--- src/rtl/ss_scan_ctrl.sv ---
// ---------------------------------------------------------------------------
// ss_scan_ctrl
//
// Multiplexed seven-segment display controller. It captures a packed hex value
// from the core and scans it across NUM_DIGITS common-anode digits, one digit
// per slot. Each slot lasts 2^REFRESH_LOG2 clock cycles.
//
// Features:
//   - Tear-free update: new values wait in a pending register and move to the
//     display register only at the frame boundary.
//   - Optional leading-zero blanking.
//   - Per-digit decimal points.
//   - PWM brightness control.
//   - One dark cycle at the start of each slot, so the previous digit's
//     segments do not ghost onto the next anode.
//
// Ports:
//   clk_i         system clock
//   rst_ni        asynchronous reset, active-low
//   value_i       packed hex nibbles; nibble i drives digit i (digit 0 = LSN)
//   load_i        capture value_i/dp_mask_i into the pending registers
//   dp_mask_i     decimal point per digit, 1 = lit
//   blank_lz_i    1 = blank leading-zero digits (digit 0 is never blanked)
//   enable_i      0 = all anodes off; scanning keeps running
//   brightness_i  PWM duty; 0 = dark, all-ones = full on
//   ss_sel_o      anode selects, active-low
//   seg_o         segments {g,f,e,d,c,b,a}, active-low
//   dp_o          decimal point, active-low
//   digit_idx_o   current scan slot
//   frame_tick_o  one-cycle pulse when digit_idx_o wraps to 0
// ---------------------------------------------------------------------------
module ss_scan_ctrl #(
  parameter int unsigned NUM_DIGITS   = 8,
  parameter int unsigned REFRESH_LOG2 = 17,
  parameter int unsigned BRIGHT_W     = 4,
  localparam int unsigned IdxW        = $clog2(NUM_DIGITS)
) (
  input  logic                    clk_i,
  input  logic                    rst_ni,
  input  logic [4*NUM_DIGITS-1:0] value_i,
  input  logic                    load_i,
  input  logic [NUM_DIGITS-1:0]   dp_mask_i,
  input  logic                    blank_lz_i,
  input  logic                    enable_i,
  input  logic [BRIGHT_W-1:0]     brightness_i,
  output logic [NUM_DIGITS-1:0]   ss_sel_o,
  output logic [6:0]              seg_o,
  output logic                    dp_o,
  output logic [IdxW-1:0]         digit_idx_o,
  output logic                    frame_tick_o
);

  // -------------------------------------------------------------------------
  // Scan timing
  // -------------------------------------------------------------------------
  logic [REFRESH_LOG2-1:0] presc_q, presc_d;
  logic [IdxW-1:0]         digit_idx_q, digit_idx_d;
  logic                    frame_tick_q, frame_tick_d;
  logic                    term_cnt;
  logic                    last_digit;
  logic                    frame_wrap;

  assign term_cnt   = &presc_q;
  assign last_digit = (digit_idx_q == IdxW'(NUM_DIGITS - 1));
  assign frame_wrap = term_cnt & last_digit;

  always_comb begin
    presc_d      = presc_q + 1'b1;
    digit_idx_d  = digit_idx_q;
    frame_tick_d = frame_wrap;
    if (term_cnt) begin
      // An explicit wrap is needed when NUM_DIGITS is not a power of two.
      digit_idx_d = last_digit ? '0 : digit_idx_q + 1'b1;
    end
  end

  always_ff @(posedge clk_i or negedge rst_ni) begin
    if (!rst_ni) begin
      presc_q      <= '0;
      digit_idx_q  <= '0;
      frame_tick_q <= 1'b0;
    end else begin
      presc_q      <= presc_d;
      digit_idx_q  <= digit_idx_d;
      frame_tick_q <= frame_tick_d;
    end
  end

  // -------------------------------------------------------------------------
  // Capture: pending -> display at the frame boundary
  // -------------------------------------------------------------------------
  logic [4*NUM_DIGITS-1:0] pend_val_q, pend_val_d;
  logic [NUM_DIGITS-1:0]   pend_dp_q, pend_dp_d;
  logic                    pend_valid_q, pend_valid_d;
  logic [4*NUM_DIGITS-1:0] disp_val_q, disp_val_d;
  logic [NUM_DIGITS-1:0]   disp_dp_q, disp_dp_d;

  always_comb begin
    pend_val_d   = pend_val_q;
    pend_dp_d    = pend_dp_q;
    pend_valid_d = pend_valid_q;
    disp_val_d   = disp_val_q;
    disp_dp_d    = disp_dp_q;
    if (frame_wrap) begin
      pend_valid_d = 1'b0;
      if (load_i) begin
        // A load on the boundary cycle bypasses pending and shows in the new frame.
        pend_val_d = value_i;
        pend_dp_d  = dp_mask_i;
        disp_val_d = value_i;
        disp_dp_d  = dp_mask_i;
      end else if (pend_valid_q) begin
        disp_val_d = pend_val_q;
        disp_dp_d  = pend_dp_q;
      end
    end else if (load_i) begin
      pend_val_d   = value_i;
      pend_dp_d    = dp_mask_i;
      pend_valid_d = 1'b1;
    end
  end

  always_ff @(posedge clk_i or negedge rst_ni) begin
    if (!rst_ni) begin
      pend_val_q   <= '0;
      pend_dp_q    <= '0;
      pend_valid_q <= 1'b0;
      disp_val_q   <= '0;
      disp_dp_q    <= '0;
    end else begin
      pend_val_q   <= pend_val_d;
      pend_dp_q    <= pend_dp_d;
      pend_valid_q <= pend_valid_d;
      disp_val_q   <= disp_val_d;
      disp_dp_q    <= disp_dp_d;
    end
  end

  // -------------------------------------------------------------------------
  // Leading-zero detection
  // -------------------------------------------------------------------------
  // lz_blank[i] is set when nibbles i..NUM_DIGITS-1 are all zero. Digit 0 is
  // never marked, so a zero value still shows a single "0".
  logic [NUM_DIGITS-1:0] lz_blank;
  logic                  zero_run;

  always_comb begin
    lz_blank = '0;
    zero_run = 1'b1;
    for (int i = int'(NUM_DIGITS) - 1; i >= 0; i--) begin
      zero_run    = zero_run & (disp_val_q[4*i +: 4] == 4'h0);
      lz_blank[i] = zero_run & (i != 0);
    end
  end

  // -------------------------------------------------------------------------
  // Current digit select
  // -------------------------------------------------------------------------
  logic [3:0] cur_nib;
  logic       cur_dp;
  logic       cur_lz;

  always_comb begin
    cur_nib = 4'h0;
    cur_dp  = 1'b0;
    cur_lz  = 1'b0;
    for (int unsigned i = 0; i < NUM_DIGITS; i++) begin
      if (digit_idx_q == IdxW'(i)) begin
        cur_nib = disp_val_q[4*i +: 4];
        cur_dp  = disp_dp_q[i];
        cur_lz  = lz_blank[i];
      end
    end
  end

  // -------------------------------------------------------------------------
  // Anode on-condition
  // -------------------------------------------------------------------------
  logic pwm_on;
  logic digit_on;

  // The top BRIGHT_W prescaler bits form the PWM ramp; all-ones brightness
  // forces full on, since the ramp can never compare below it.
  assign pwm_on = (&brightness_i) |
                  (presc_q[REFRESH_LOG2-1 -: BRIGHT_W] < brightness_i);

  // Prescaler 0 is the anti-ghost gap at the start of every slot.
  assign digit_on = enable_i & ~(blank_lz_i & cur_lz) &
                    (presc_q != '0) & pwm_on;

  // -------------------------------------------------------------------------
  // Hex to seven-segment, active-low {g,f,e,d,c,b,a}
  // -------------------------------------------------------------------------
  function automatic logic [6:0] hex_to_seg(input logic [3:0] nib);
    logic [6:0] s;
    case (nib)
      4'h0:    s = 7'h40;
      4'h1:    s = 7'h79;
      4'h2:    s = 7'h24;
      4'h3:    s = 7'h30;
      4'h4:    s = 7'h19;
      4'h5:    s = 7'h12;
      4'h6:    s = 7'h02;
      4'h7:    s = 7'h78;
      4'h8:    s = 7'h00;
      4'h9:    s = 7'h10;
      4'hA:    s = 7'h08;
      4'hB:    s = 7'h03;
      4'hC:    s = 7'h46;
      4'hD:    s = 7'h21;
      4'hE:    s = 7'h06;
      default: s = 7'h0E;
    endcase
    return s;
  endfunction

  // -------------------------------------------------------------------------
  // Registered outputs
  // -------------------------------------------------------------------------
  logic [NUM_DIGITS-1:0] ss_sel_q, ss_sel_d;
  logic [6:0]            seg_q, seg_d;
  logic                  dp_q, dp_d;

  always_comb begin
    ss_sel_d = '1;
    seg_d    = 7'h7F;
    dp_d     = 1'b1;
    if (digit_on) begin
      for (int unsigned i = 0; i < NUM_DIGITS; i++) begin
        ss_sel_d[i] = (digit_idx_q != IdxW'(i));
      end
      seg_d = hex_to_seg(cur_nib);
      dp_d  = ~cur_dp;
    end
  end

  always_ff @(posedge clk_i or negedge rst_ni) begin
    if (!rst_ni) begin
      ss_sel_q <= '1;
      seg_q    <= 7'h7F;
      dp_q     <= 1'b1;
    end else begin
      ss_sel_q <= ss_sel_d;
      seg_q    <= seg_d;
      dp_q     <= dp_d;
    end
  end

  assign ss_sel_o     = ss_sel_q;
  assign seg_o        = seg_q;
  assign dp_o         = dp_q;
  assign digit_idx_o  = digit_idx_q;
  assign frame_tick_o = frame_tick_q;

endmodule

--- config.mk ---
export PLATFORM = sky130hd
export DESIGN_NAME = ss_scan_ctrl
export DESIGN_NICKNAME = d
export VERILOG_FILES = /design/src/rtl/ss_scan_ctrl.sv
export SDC_FILE = /design/constraint.sdc
export NUM_CORES = 1
export LEC_CHECK = 0
export BUFFER_PORTS_ARGS = -buffer_cell sky130_fd_sc_hd__buf_2
export CAP_MARGIN = 20
export CORE_ASPECT_RATIO = 0.9
export CORE_UTILIZATION = 55
export CTS_CLUSTER_DIAMETER = 30
export DETAILED_ROUTE_END_ITERATION = 16
export GPL_TIMING_DRIVEN = 0
export MAX_ROUTING_LAYER = met4
export PLACE_DENSITY = 0.74
export SLEW_MARGIN = 5
export SYNTH_ARGS = -nofsm -noshare
export SYNTH_HDL_FRONTEND = slang
export SYNTH_SLANG_ARGS = --single-unit
export TNS_END_PERCENT = 5
--- constraint.sdc ---
create_clock -name clk_i -period 4.7 [get_ports clk_i]
set_input_delay 1.41 -clock clk_i [delete_from_list [all_inputs] [get_ports clk_i]]
set_output_delay 1.41 -clock clk_i [all_outputs]
set_load 0.03 [all_outputs]
* After elaboration in Yosys (flattened, before gate mapping)
Memory sizes are Yosys's and may differ from the RTL's.
Cells that the tools add are included.
** Word-level totals
- Register bits after elaboration :: 118
- Memory bits (read-only) :: 112
- Input bits :: 49
- Logic and storage cells :: 91
- Memories :: 1
** Memory list
- (no name shown) :: words 16, width 7, rd ports 1, clocked after memory_dff 0, wr ports 0, RTL line 196 : case (nib)
** Cells by class
- $add $sub $neg :: 2
- $lt $le $gt $ge :: 1
- Equal/unequal tests :: 14
- Mux-type cells :: 33
- Bitwise logic cells :: 14
- Reduce and logical (&&, ||, !) cells :: 15
** Operator list (count)
- 32-bit 2-to-1 mux :: 2
- 4-bit 2-to-1 mux :: 8
- 4-bit logical NOT :: 7
- 8-bit 2-to-1 mux :: 3
- 1-bit 2-to-1 mux :: 18
- 17-bit by 1-bit adder with 17-bit output, second input constant :: 1
- 17-bit AND reduction :: 1
- 17-bit nonzero test :: 1
- 3-bit == test, second input constant :: 4
- 3-bit inequality test, second input constant :: 4
- 1-bit AND :: 11
- 7-bit 2-to-1 mux :: 1
- 3-bit by 2-bit == test with 1-bit output, second input constant :: 2
- 3-bit by 2-bit inequality test with 1-bit output, second input constant :: 2
- 4-bit less-than comparator :: 1
- 4-bit AND reduction :: 1
- 2-bit nonzero test :: 2
- 3-bit by 1-bit adder with 3-bit output, second input constant :: 1
- 3-bit by 1-bit == test with 1-bit output, second input constant :: 1
- 3-bit logical NOT :: 1
- 3-bit 2-to-1 mux :: 1
- 3-bit by 1-bit inequality test with 1-bit output, second input constant :: 1
- 3-bit nonzero test :: 1
- 1-bit inverter :: 2
- other kinds (2) :: 2

* Logic depth before layout (Yosys ltp)
Gate-level depths: netlist (run 1).
- Depth in word-level cells :: 20
- Depth in mapped cells :: 14
- Mapped depth without buffers :: 11

* Least setup slack after synthesis (run 1)
OpenSTA, ideal clock, no wires.
- Path kind :: reg-to-reg
- Start :: register digit_idx_q[2] (netlist: digit_idx_o[2])
- End :: register seg_q[0] (netlist: seg_o[0])
- Library setup time :: 88 ps
- Arrival time :: 3055 ps
- Required time :: 4612 ps
- Path slack :: 1556 ps
- Cell stages (with the launch flop) :: 14
- Buffers on the path :: 3
- Path through :: dfrtp_1 buf_4 inv_2 buf_2 ha_1 buf_2 a2111oi_0 o22ai_1 a21oi_1 inv_1 ha_1 or3_1 mux2i_1 a32oi_1
** On the way
- Longest elaborated chain between the ends :: 14
- Elaborated cells between the ends (all ways) :: 30
- Classes of those cells :: 7 x eq/ne; 16 x mux; 5 x bitwise; 1 x reduce/logical; 1 x memory
** RTL lines
- from (decl) :: RTL line 57 : logic [IdxW-1:0] digit_idx_q, digit_idx_d;
- from (signal assigned) :: RTL line 84 : digit_idx_q <= digit_idx_d;
- branches (longest 13 deep; another with memory read 16 x 7 bit)
- 7-bit 2-to-1 mux * :: RTL line 228 : if (digit_on) begin
- named net seg_d[0] :: RTL line 221 : logic [6:0] seg_q, seg_d;
- to (signal assigned) :: RTL line 244 : seg_q <= seg_d;
- to (decl) :: RTL line 221
Mark *: on every way through the listed nets, which the timed path passes.
A chain may end at the register's enable or synchronous reset.

* Worst setup path in the final report (run 1)
Same ends and word-level chain as after synthesis.

==> results.cfg, run 1 <==
[run_status]
status = finished, final reports clean

[route]
drt-initial-drc-count = 200
firstDrtPassIters = 5
wl_per_cell_um = 17.64
antenna_left = 0
post_drt_via_cell_ratio = 5.688
route.detailed.drc = 0
routed_wirelength_um = 11800
vias = 3805

[clock_tree]
htreeDepth = 4
clk_path_buf_depth = 2
post_cts_buffers = 0
path_clk_slew_ps = 60
clkLatencyLatePin_ps = 510
cts_tree = yes
cts_sinks = 118
cts-resized-gates = 0
cts_made_buffers = 17
hold_buffers = 0
cts-root-buf = clkbuf_8

[logic_synthesis]
syn_area_sq_um = 5483
synth_seq_cells = 118
synthFlopType = dfrtp_1
synth_edf_count = 0
ys_warn_count = 0
synth.distinct_cells = 56
ys_top_cells_by_area = dfrtp_1, mux2_2, dfstp_2, ha_1, a21oi_1
syn_nets = 510
synth.avg_cell_area_sq_um = 12.38
synth_seq_area_share_pct = 54.22
synth_top_cell_by_area = dfrtp_1
netlist.area_leader.share_pct = 46.55
netlist_instances = 443
async_flop_share_pct = 100.0

[sta]
period_minus_slack_ps = 3793
rsz0062_at_grt = false
relSlewSlack_pct = 41.61
worst_clock_skew_ps = 5.233
tightestPinTransition_ps = 870.1
final_hold_viol_count = 0
setup_viol = 0
setup_tns_ps = 0
period_share_pct = 80.70
slew_viol_final = 0
hold_ws_ps = 496.9
max_freq_mhz = 263.7

[die]
io_pins = 69
start_util_pct = 56.78
core_region_area_sq_um = 9657
dieArea_sq_um = 10370
rows = 34
die_h_um = 96.72
die_width_um = 107.2

[setup_path]
critical-path-slowest-cell = a2111oi_0
worstPathRequired_ps = 5130
cp_top_family = compound AO/OA/AOI/OAI gates
cp_cell_sequence = buf_4, inv_2, buf_2, ha_1, buf_2, a2111oi_0, o22ai_1, a21oi_1, inv_1, ha_1, or3_1, mux2i_1, a32oi_1
cp.arrival_ps = 4220
critPathMaxStageDelay_ps = 520
crit_path_end_kind = flop
worst-path-buf-inv = 5
critical_path_class = reg2reg
path_max_fanout = 10
startpoint_type = flop

[placement]
io_buffers = 67
dp_hpwl_um = 8208
globalplace.congestion = 0.8928

[global_route]
grt_max_degree = 77
grt_usage_pct = 25.24
antenna_found_initial = 0
grt_pass1_wl_um = 19300
grt_overflow = 0
grt_pass1_vias = 3809

[power]
ir_worst_vdd_uv = 297.4
leakage_nw = 3.098
powerDensity_nw_per_um2 = 383.3

[final_layout]
layout_common_cells = dfrtp_1, mux2_2, buf_2
fillers = 695
nNetsFinal = 597
drive_above_1_share_pct = 40.52
final_common_cell = dfrtp_1
syn_to_final_growth_pct = 20.86
antenna_cells = 0

[hold_path]
hp-class = reg2reg

[flow_run]
drv_cap = 0
-- per-stage QoR --
| stage | power (mW) | area (sq um) | setup slack (ps) | util [%] | instances |
|---|---|---|---|---|---|
| 2_1_floorplan | 1.147 | 5483 | 1556 | - | 443 |
| 3_3_place_gp | 1.202 | 5976 | 940.7 | 61.88 | 636 |
| 3_5_place_dp | 1.211 | 6010 | 1054 | 62.23 | 637 |
| 4_1_cts | 2.559 | 6626 | 1018 | 68.62 | 669 |
| 5_1_grt | 2.620 | 6626 | 708.8 | 68.62 | 669 |
| 6_report | 2.540 | 6626 | 907.3 | 68.62 | 669 |
-- worst reg2reg max path: stages (launching register included) --
cell and delay [ps]:
dfrtp_1 460, buf_4 220, inv_2 60, buf_2 190
ha_1 260, buf_2 210, a2111oi_0 520, o22ai_1 180
a21oi_1 520, inv_1 180, ha_1 270, or3_1 380
mux2i_1 160, a32oi_1 80
-- Yosys cell counts, types with 7 or more instances --
master	instances
dfrtp_1	102
mux2_2	77
a21oi_1	20
inv_1	19
nand2_1	19
ha_1	18
nor2_1	18
dfstp_2	16
nand3_1	16
buf_2	9
nor4_1	9
xnor2_1	9
clkbuf_1	8
nor2b_1	8
nand4_1	7
-- registers in the layout, indices dropped and copies added, names as in the netlist --
name,cells
disp_dp_q,8
pend_val_q,32
presc_q,17
dp_o,1
disp_val_q,32
ss_sel_o,8
frame_tick_o,1
pend_valid_q,1
digit_idx_o,3
pend_dp_q,8
seg_o,7
-- logic make-up (layout without fill, tap and decap cells) --
logic type | count (synthesis) | in the layout | synth area share, %
DFF | 118 | 118 | 54.22
AOI/OAI and AO/OA | 64 | 64 | 8.535
buffers and inverters | 43 | 143 | 3.902
adders and majority gates | 18 | 18 | 4.108
xor gates and xnor gates | 14 | 14 | 2.236
muxes | 81 | 81 | 16.54
and+or+nand+nor | 105 | 105 | 10.45
-- metal layers --
| metal | GRT usage, % | routed length [um] | part of all wire, % | vias to the layer above |
|---|---|---|---|---|
| met5 | - | 0 | 0 | - |
| met4 | 7.060 | 171 | 1.4 | 0 |
| met3 | 7.075 | 621 | 5.3 | 19 |
| met2 | 37.57 | 5662 | 48 | 125 |
| met1 | 34.11 | 5345 | 45 | 1895 |
| li1 | - | - | - | 1766 |
-- cell type report --
cell class / count / area, sq um / area share, %
Inverter: 20 / 75.07 / 1.133
Clock inverter: 15 / 202.7 / 3.059
Sequential cell: 118 / 2973 / 44.86
Tap cell: 126 / 157.7 / 2.379
Clock buffer: 17 / 414.1 / 6.250
Timing Repair Buffer: 68 / 369.1 / 5.570
Multi-Input combinational cell: 282 / 2296 / 34.65
Buffer: 23 / 138.9 / 2.096
-- power by group --
part           switching, mW  internal, mW
Clock                  0.483         0.864
Sequential           0.00927          1.06
Combinational         0.0681        0.0576
Total                  0.561          1.98
-- path summary, 6_finish.rpt --
| path | from | end | slack (ps) | cells after the start |
|---|---|---|---|---|
| min in group asynchronous | rst_ni | pend_val_q[5]$_DFFE_PN0P_ | 800 | 1 |
| hold / removal | pend_val_q[0]$_DFFE_PN0P_ | pend_val_q[0]$_DFFE_PN0P_ | 500 | 1 |
| max in group asynchronous | rst_ni | pend_dp_q[3]$_DFFE_PN0P_ | 3210 | 2 |
| hold reg to reg | pend_val_q[0]$_DFFE_PN0P_ | pend_val_q[0]$_DFFE_PN0P_ | 500 | 1 |
| setup / recovery | digit_idx_o[2]$_DFFE_PN0P_ | seg_o[0]$_DFF_PN1_ | 910 | 13 |
| setup reg to reg | digit_idx_o[2]$_DFFE_PN0P_ | seg_o[0]$_DFF_PN1_ | 910 | 13 |
(Power assumes the default switching activity.)
==> inputs of run 2 (changes only) <==
==> constraint.sdc (replaced) <==
create_clock -name clk_i -period 3.8 [get_ports clk_i]
set_input_delay 1.14 -clock clk_i [delete_from_list [all_inputs] [get_ports clk_i]]
set_output_delay 1.14 -clock clk_i [all_outputs]
set_load 0.03 [all_outputs]
==> results.cfg, run 2 (synthesis results as in run 1) <==
[sta]
worst_clock_skew_ps = 6.261
setup_viol = 0
relSlewSlack_pct = 43.00
tightestPinTransition_ps = 849.3
final_hold_viol_count = 0
rsz0062_at_grt = false
hold_ws_ps = 496.3
setup_tns_ps = 0
period_share_pct = 95.82
max_freq_mhz = 274.6
period_minus_slack_ps = 3641
fin_ws_ps = 159.0
slew_viol_final = 0

[clock_tree]
cts-root-buf = clkbuf_8
path_clk_slew_ps = 60
cts_sinks = 118
htreeDepth = 4
clk_path_buf_depth = 2
cts_made_buffers = 17
clkLatencyLatePin_ps = 520
cts_tree = yes
hold_buffers = 0

[final_layout]
utilization_pct = 68.66
final_common_cell = dfrtp_1
largest_registers = disp_val_q x32, pend_val_q x32, presc_q x17
layout_common_cells = dfrtp_1, mux2_2, buf_2
fillers = 695
antenna_cells = 0
nNetsFinal = 597
syn_to_final_growth_pct = 20.93
drive_above_1_share_pct = 40.70

[route]
route.detailed.drc = 0
wl_per_cell_um = 17.52
vias = 3749
antenna_left = 0
post_drt_via_cell_ratio = 5.604
routedLengthMet1_um = 5407
route.met3.wl_um = 477
dr_wl_met2_um = 5694
firstDrtPassIters = 4
highest_layer = met4
drt-initial-drc-count = 220
routed_wirelength_um = 11720

[run_status]
status = finished, final reports clean

[power]
leakage_nw = 3.098
powerDensity_nw_per_um2 = 473.7
ir_worst_vdd_uv = 368.4

[setup_path]
cp_cell_sequence = buf_4, inv_2, buf_2, ha_1, buf_2, a2111oi_0, o22ai_1, a21oi_2, inv_1, ha_1, or3_1, mux2i_1, a32oi_1
crit_path_end_kind = flop
cp.arrival_ps = 4070
worst-path-buf-inv = 5
cp_top_family = compound AO/OA/AOI/OAI gates
critical_path_class = reg2reg
critPathMaxStageDelay_ps = 580
worstPathRequired_ps = 4230
path_max_fanout = 10
startpoint_type = flop
critical-path-slowest-cell = a2111oi_0

[global_route]
grt_pass1_vias = 3809
grt_pass1_wl_um = 19300
antenna_found_initial = 0
grt_usage_pct = 25.24
grt_max_degree = 77
grt_overflow = 0

[die]
die_h_um = 96.72
rows = 34
start_util_pct = 56.78
die_width_um = 107.2
core_region_area_sq_um = 9657
io_pins = 69
dieArea_sq_um = 10370

[placement]
place_ws_ps = 154.2
dp_hpwl_um = 8208
globalplace.congestion = 0.8928
io_buffers = 67

[flow_run]
drv_cap = 0

[hold_path]
hp-class = reg2reg
-- run 2: per-stage QoR --
stage | instances | instance area [sq um] | power, mW
global route | 669 | 6630 | 3.240
global placement | 636 | 5976 | 1.487
CTS | 669 | 6626 | 3.165
finish | 669 | 6630 | 3.141
floorplan | 443 | 5483 | 1.419
detailed placement | 637 | 6010 | 1.498
-- run 2: final timing paths --
path / end / slack [ps] / cells after the start / startpoint
max: seg_o[0]$_DFF_PN1_ / 160 / 13 / digit_idx_o[2]$_DFFE_PN0P_
min: pend_val_q[0]$_DFFE_PN0P_ / 500 / 1 / pend_val_q[0]$_DFFE_PN0P_
max reg2reg: seg_o[0]$_DFF_PN1_ / 160 / 13 / digit_idx_o[2]$_DFFE_PN0P_
min reg2reg: pend_val_q[0]$_DFFE_PN0P_ / 500 / 1 / pend_val_q[0]$_DFFE_PN0P_
max in group asynchronous: disp_dp_q[4]$_DFFE_PN0P_ / 2590 / 2 / rst_ni
min in group asynchronous: pend_val_q[5]$_DFFE_PN0P_ / 530 / 1 / rst_ni
-- run 2: repair_timing --
| action | 4_1_cts | 5_1_grt |
|---|---|---|
| buffers inserted | 0 | 0 |
| setup endpoints to repair | 0 | 5 |
| resized for setup | 0 | 1 |
-- run 2: area by class of cell --
type | count | area (sq um) | area share [%]
Timing Repair Buffer | 68 | 369.1 | 5.567
Clock buffer | 17 | 414.1 | 6.246
Clock inverter | 15 | 202.7 | 3.057
Tap cell | 126 | 157.7 | 2.378
Inverter | 20 | 75.07 | 1.132
Sequential cell | 118 | 2973 | 44.84
Buffer | 23 | 138.9 | 2.095
Multi-Input combinational cell | 282 | 2300 | 34.69
-- run 2: metal layers --
metal  global-route usage, %  vias up
met2                   37.57      103
met3                   7.075       14
met5                       -        -
li1                        -     1761
met1                   34.11     1871
met4                   7.060        0
-- run 2: worst register-to-register path, cell delays in order, from the launching register on --
cell and delay [ps]:
dfrtp_1 460, buf_4 220, inv_2 60, buf_2 190
ha_1 260, buf_2 210, a2111oi_0 580, o22ai_1 220
a21oi_2 350, inv_1 140, ha_1 250, or3_1 380
mux2i_1 160, a32oi_1 80
-- run 2: report_power, final --
part / total, mW / internal (mW) / switching (mW)
combinational: 0.155 / 0.0712 / 0.0838
sequential: 1.32 / 1.31 / 0.0116
clock: 1.67 / 1.07 / 0.597
total: 3.14 / 2.45 / 0.693
==> inputs of run 3 (changes only) <==
--- a/config.mk
+++ b/config.mk
@@ -5,7 +5,7 @@
 export SDC_FILE = /design/constraint.sdc
 export NUM_CORES = 1
 export LEC_CHECK = 0
-export BUFFER_PORTS_ARGS = -buffer_cell sky130_fd_sc_hd__buf_2
+export BUFFER_PORTS_ARGS = -buffer_cell sky130_fd_sc_hd__clkbuf_2
 export CAP_MARGIN = 20
 export CORE_ASPECT_RATIO = 0.9
 export CORE_UTILIZATION = 55
==> results.cfg, run 3 (synthesis results as in run 1) <==
[run_status]
status = finished, final reports clean

[route]
route.detailed.drc = 0
routed_wirelength_um = 11700
wl_per_cell_um = 17.49
post_drt_via_cell_ratio = 5.706
vias = 3817
antenna_left = 0
firstDrtPassIters = 5
drt-initial-drc-count = 246

[sta]
tightestPinTransition_ps = 840.2
period_minus_slack_ps = 3477
final_hold_viol_count = 0
slew_viol_final = 0
period_share_pct = 91.51
worst_clock_skew_ps = 7.290
max_freq_mhz = 287.6
relSlewSlack_pct = 43.61
setup_tns_ps = 0
fin_ws_ps = 322.8
setup_viol = 0
rsz0062_at_grt = false

[power]
leakage_nw = 3.126
p_sw_uw = 677.2
p_int_mw = 2.513
powerDensity_nw_per_um2 = 479.3
p_seq_share_pct = 41.4
power_frac_comb_pct = 4.9
p_sw_share_pct = 21.23
ir_worst_vdd_uv = 318.6
clkPwrFrac_pct = 53.8
finalPower_mw = 3.190

[clock_tree]
htreeDepth = 4
cts_tree = yes
hold_buffers = 0
cts_made_buffers = 17
cts-root-buf = clkbuf_8
clk_path_buf_depth = 2
clkLatencyLatePin_ps = 510
path_clk_slew_ps = 60
post_cts_buffers = 0
cts_sinks = 118

[setup_path]
path_max_fanout = 10
r2r_slack_ps = 320
endpoint = seg_o[0]$_DFF_PN1_
worstPathRequired_ps = 4220
reg2reg_depth = 13
r2r_start = digit_idx_o[2]$_DFFE_PN0P_
cp.arrival_ps = 3900
crit_path_end_kind = flop
startpoint_type = flop
r2r-end = seg_o[0]$_DFF_PN1_
critical_path_class = reg2reg
crit_path_start = digit_idx_o[2]$_DFFE_PN0P_

[die]
dieArea_sq_um = 10370
die_width_um = 107.2
rows = 34
start_util_pct = 56.78
die_h_um = 96.72
core_region_area_sq_um = 9657
io_pins = 69

[global_route]
grt_usage_pct = 25.57
antenna_found_initial = 0
grt_max_degree = 119
grt_overflow = 0
grt_pass1_wl_um = 19490
grt_pass1_vias = 3925

[final_layout]
nNetsFinal = 597
fillers = 697
final_common_cell = dfrtp_1
antenna_cells = 0
drive_above_1_share_pct = 40.70
syn_to_final_growth_pct = 21.41
largest_registers = disp_val_q x32, pend_val_q x32, presc_q x17
layout_common_cells = dfrtp_1, mux2_2, clkbuf_2

[hold_path]
hp-class = reg2reg

[placement]
globalplace.congestion = 0.8940
dp_hpwl_um = 7932
io_buffers = 67
place_ws_ps = 183.4

[flow_run]
drv_cap = 0
==> run 3: timing repair <==
action                                 4_1_cts  5_1_grt
resized for setup                            0        1
setup endpoints to repair                    0        2
endpoints found under the hold margin        0        0
==> run 3: worst min path at each step <==
stage / end / depth (start not counted) / from / slack [ps]
floorplan: presc_q[5]$_DFF_PN0_ / 1 / presc_q[5]$_DFF_PN0_ / 460
global placement: pend_valid_q$_DFFE_PN0P_ / 2 / pend_valid_q$_DFFE_PN0P_ / 480
detailed placement: pend_valid_q$_DFFE_PN0P_ / 2 / pend_valid_q$_DFFE_PN0P_ / 480
CTS: presc_q[7]$_DFF_PN0_ / 1 / presc_q[7]$_DFF_PN0_ / 500
global route: pend_dp_q[1]$_DFFE_PN0P_ / 1 / pend_dp_q[1]$_DFFE_PN0P_ / 510
finish: pend_val_q[5]$_DFFE_PN0P_ / 1 / pend_val_q[5]$_DFFE_PN0P_ / 490
==> run 3: layout make-up <==
cell class / count / area (sq um) / share of cell area, %
flip-flops and latches: 118 / 2973 / 44.66
well taps: 126 / 157.7 / 2.368
clock buffers: 17 / 414.1 / 6.222
plain buffers: 23 / 138.9 / 2.086
inverters: 20 / 75.07 / 1.128
repair buffers: 68 / 371.6 / 5.583
clock inverters: 15 / 226.5 / 3.402
multi-input cells: 282 / 2300 / 34.55
==> run 3: critical path, stage by stage, from the launching register on <==
cell and delay, ps:
dfrtp_1 440, buf_4 210, inv_2 60, buf_2 190, ha_1 260, buf_2 200
a2111oi_0 510, o22ai_1 200, a21oi_2 330, inv_1 140, ha_1 230, or3_1 380
mux2i_1 150, a32oi_1 80
==> run 3: routing by layer <==
metal	track usage (%)	routed length, um	vias up	part of all wire (%)
met5	-	0	-	0
met4	8.851	184	0	1.6
met3	5.458	544	18	4.6
met2	41.19	5900	126	50
met1	32.11	5074	1919	43
li1	-	-	1754	-
==> run 3: power by group through the flow <==
stage | Combinational, mW | Sequential, mW | Clock (mW)
floorplan | 0.0720 | 1.35 | 0
global placement | 0.148 | 1.34 | 0
detailed placement | 0.157 | 1.34 | 0
CTS | 0.159 | 1.32 | 1.74
global route | 0.173 | 1.32 | 1.79
finish | 0.155 | 1.32 | 1.72
==> run 3: stage by stage <==
step | hold WS (ps) | std cells | instance area, sq um | utilization (%)
global placement | 478.6 | 636 | 5976 | 61.88
detailed placement | 484.3 | 637 | 6012 | 62.26
CTS | 497.8 | 669 | 6653 | 68.89
floorplan | 455.8 | 443 | 5483 | -
global route | 507.9 | 669 | 6656 | 68.93
finish | 493.0 | 669 | 6656 | 68.93
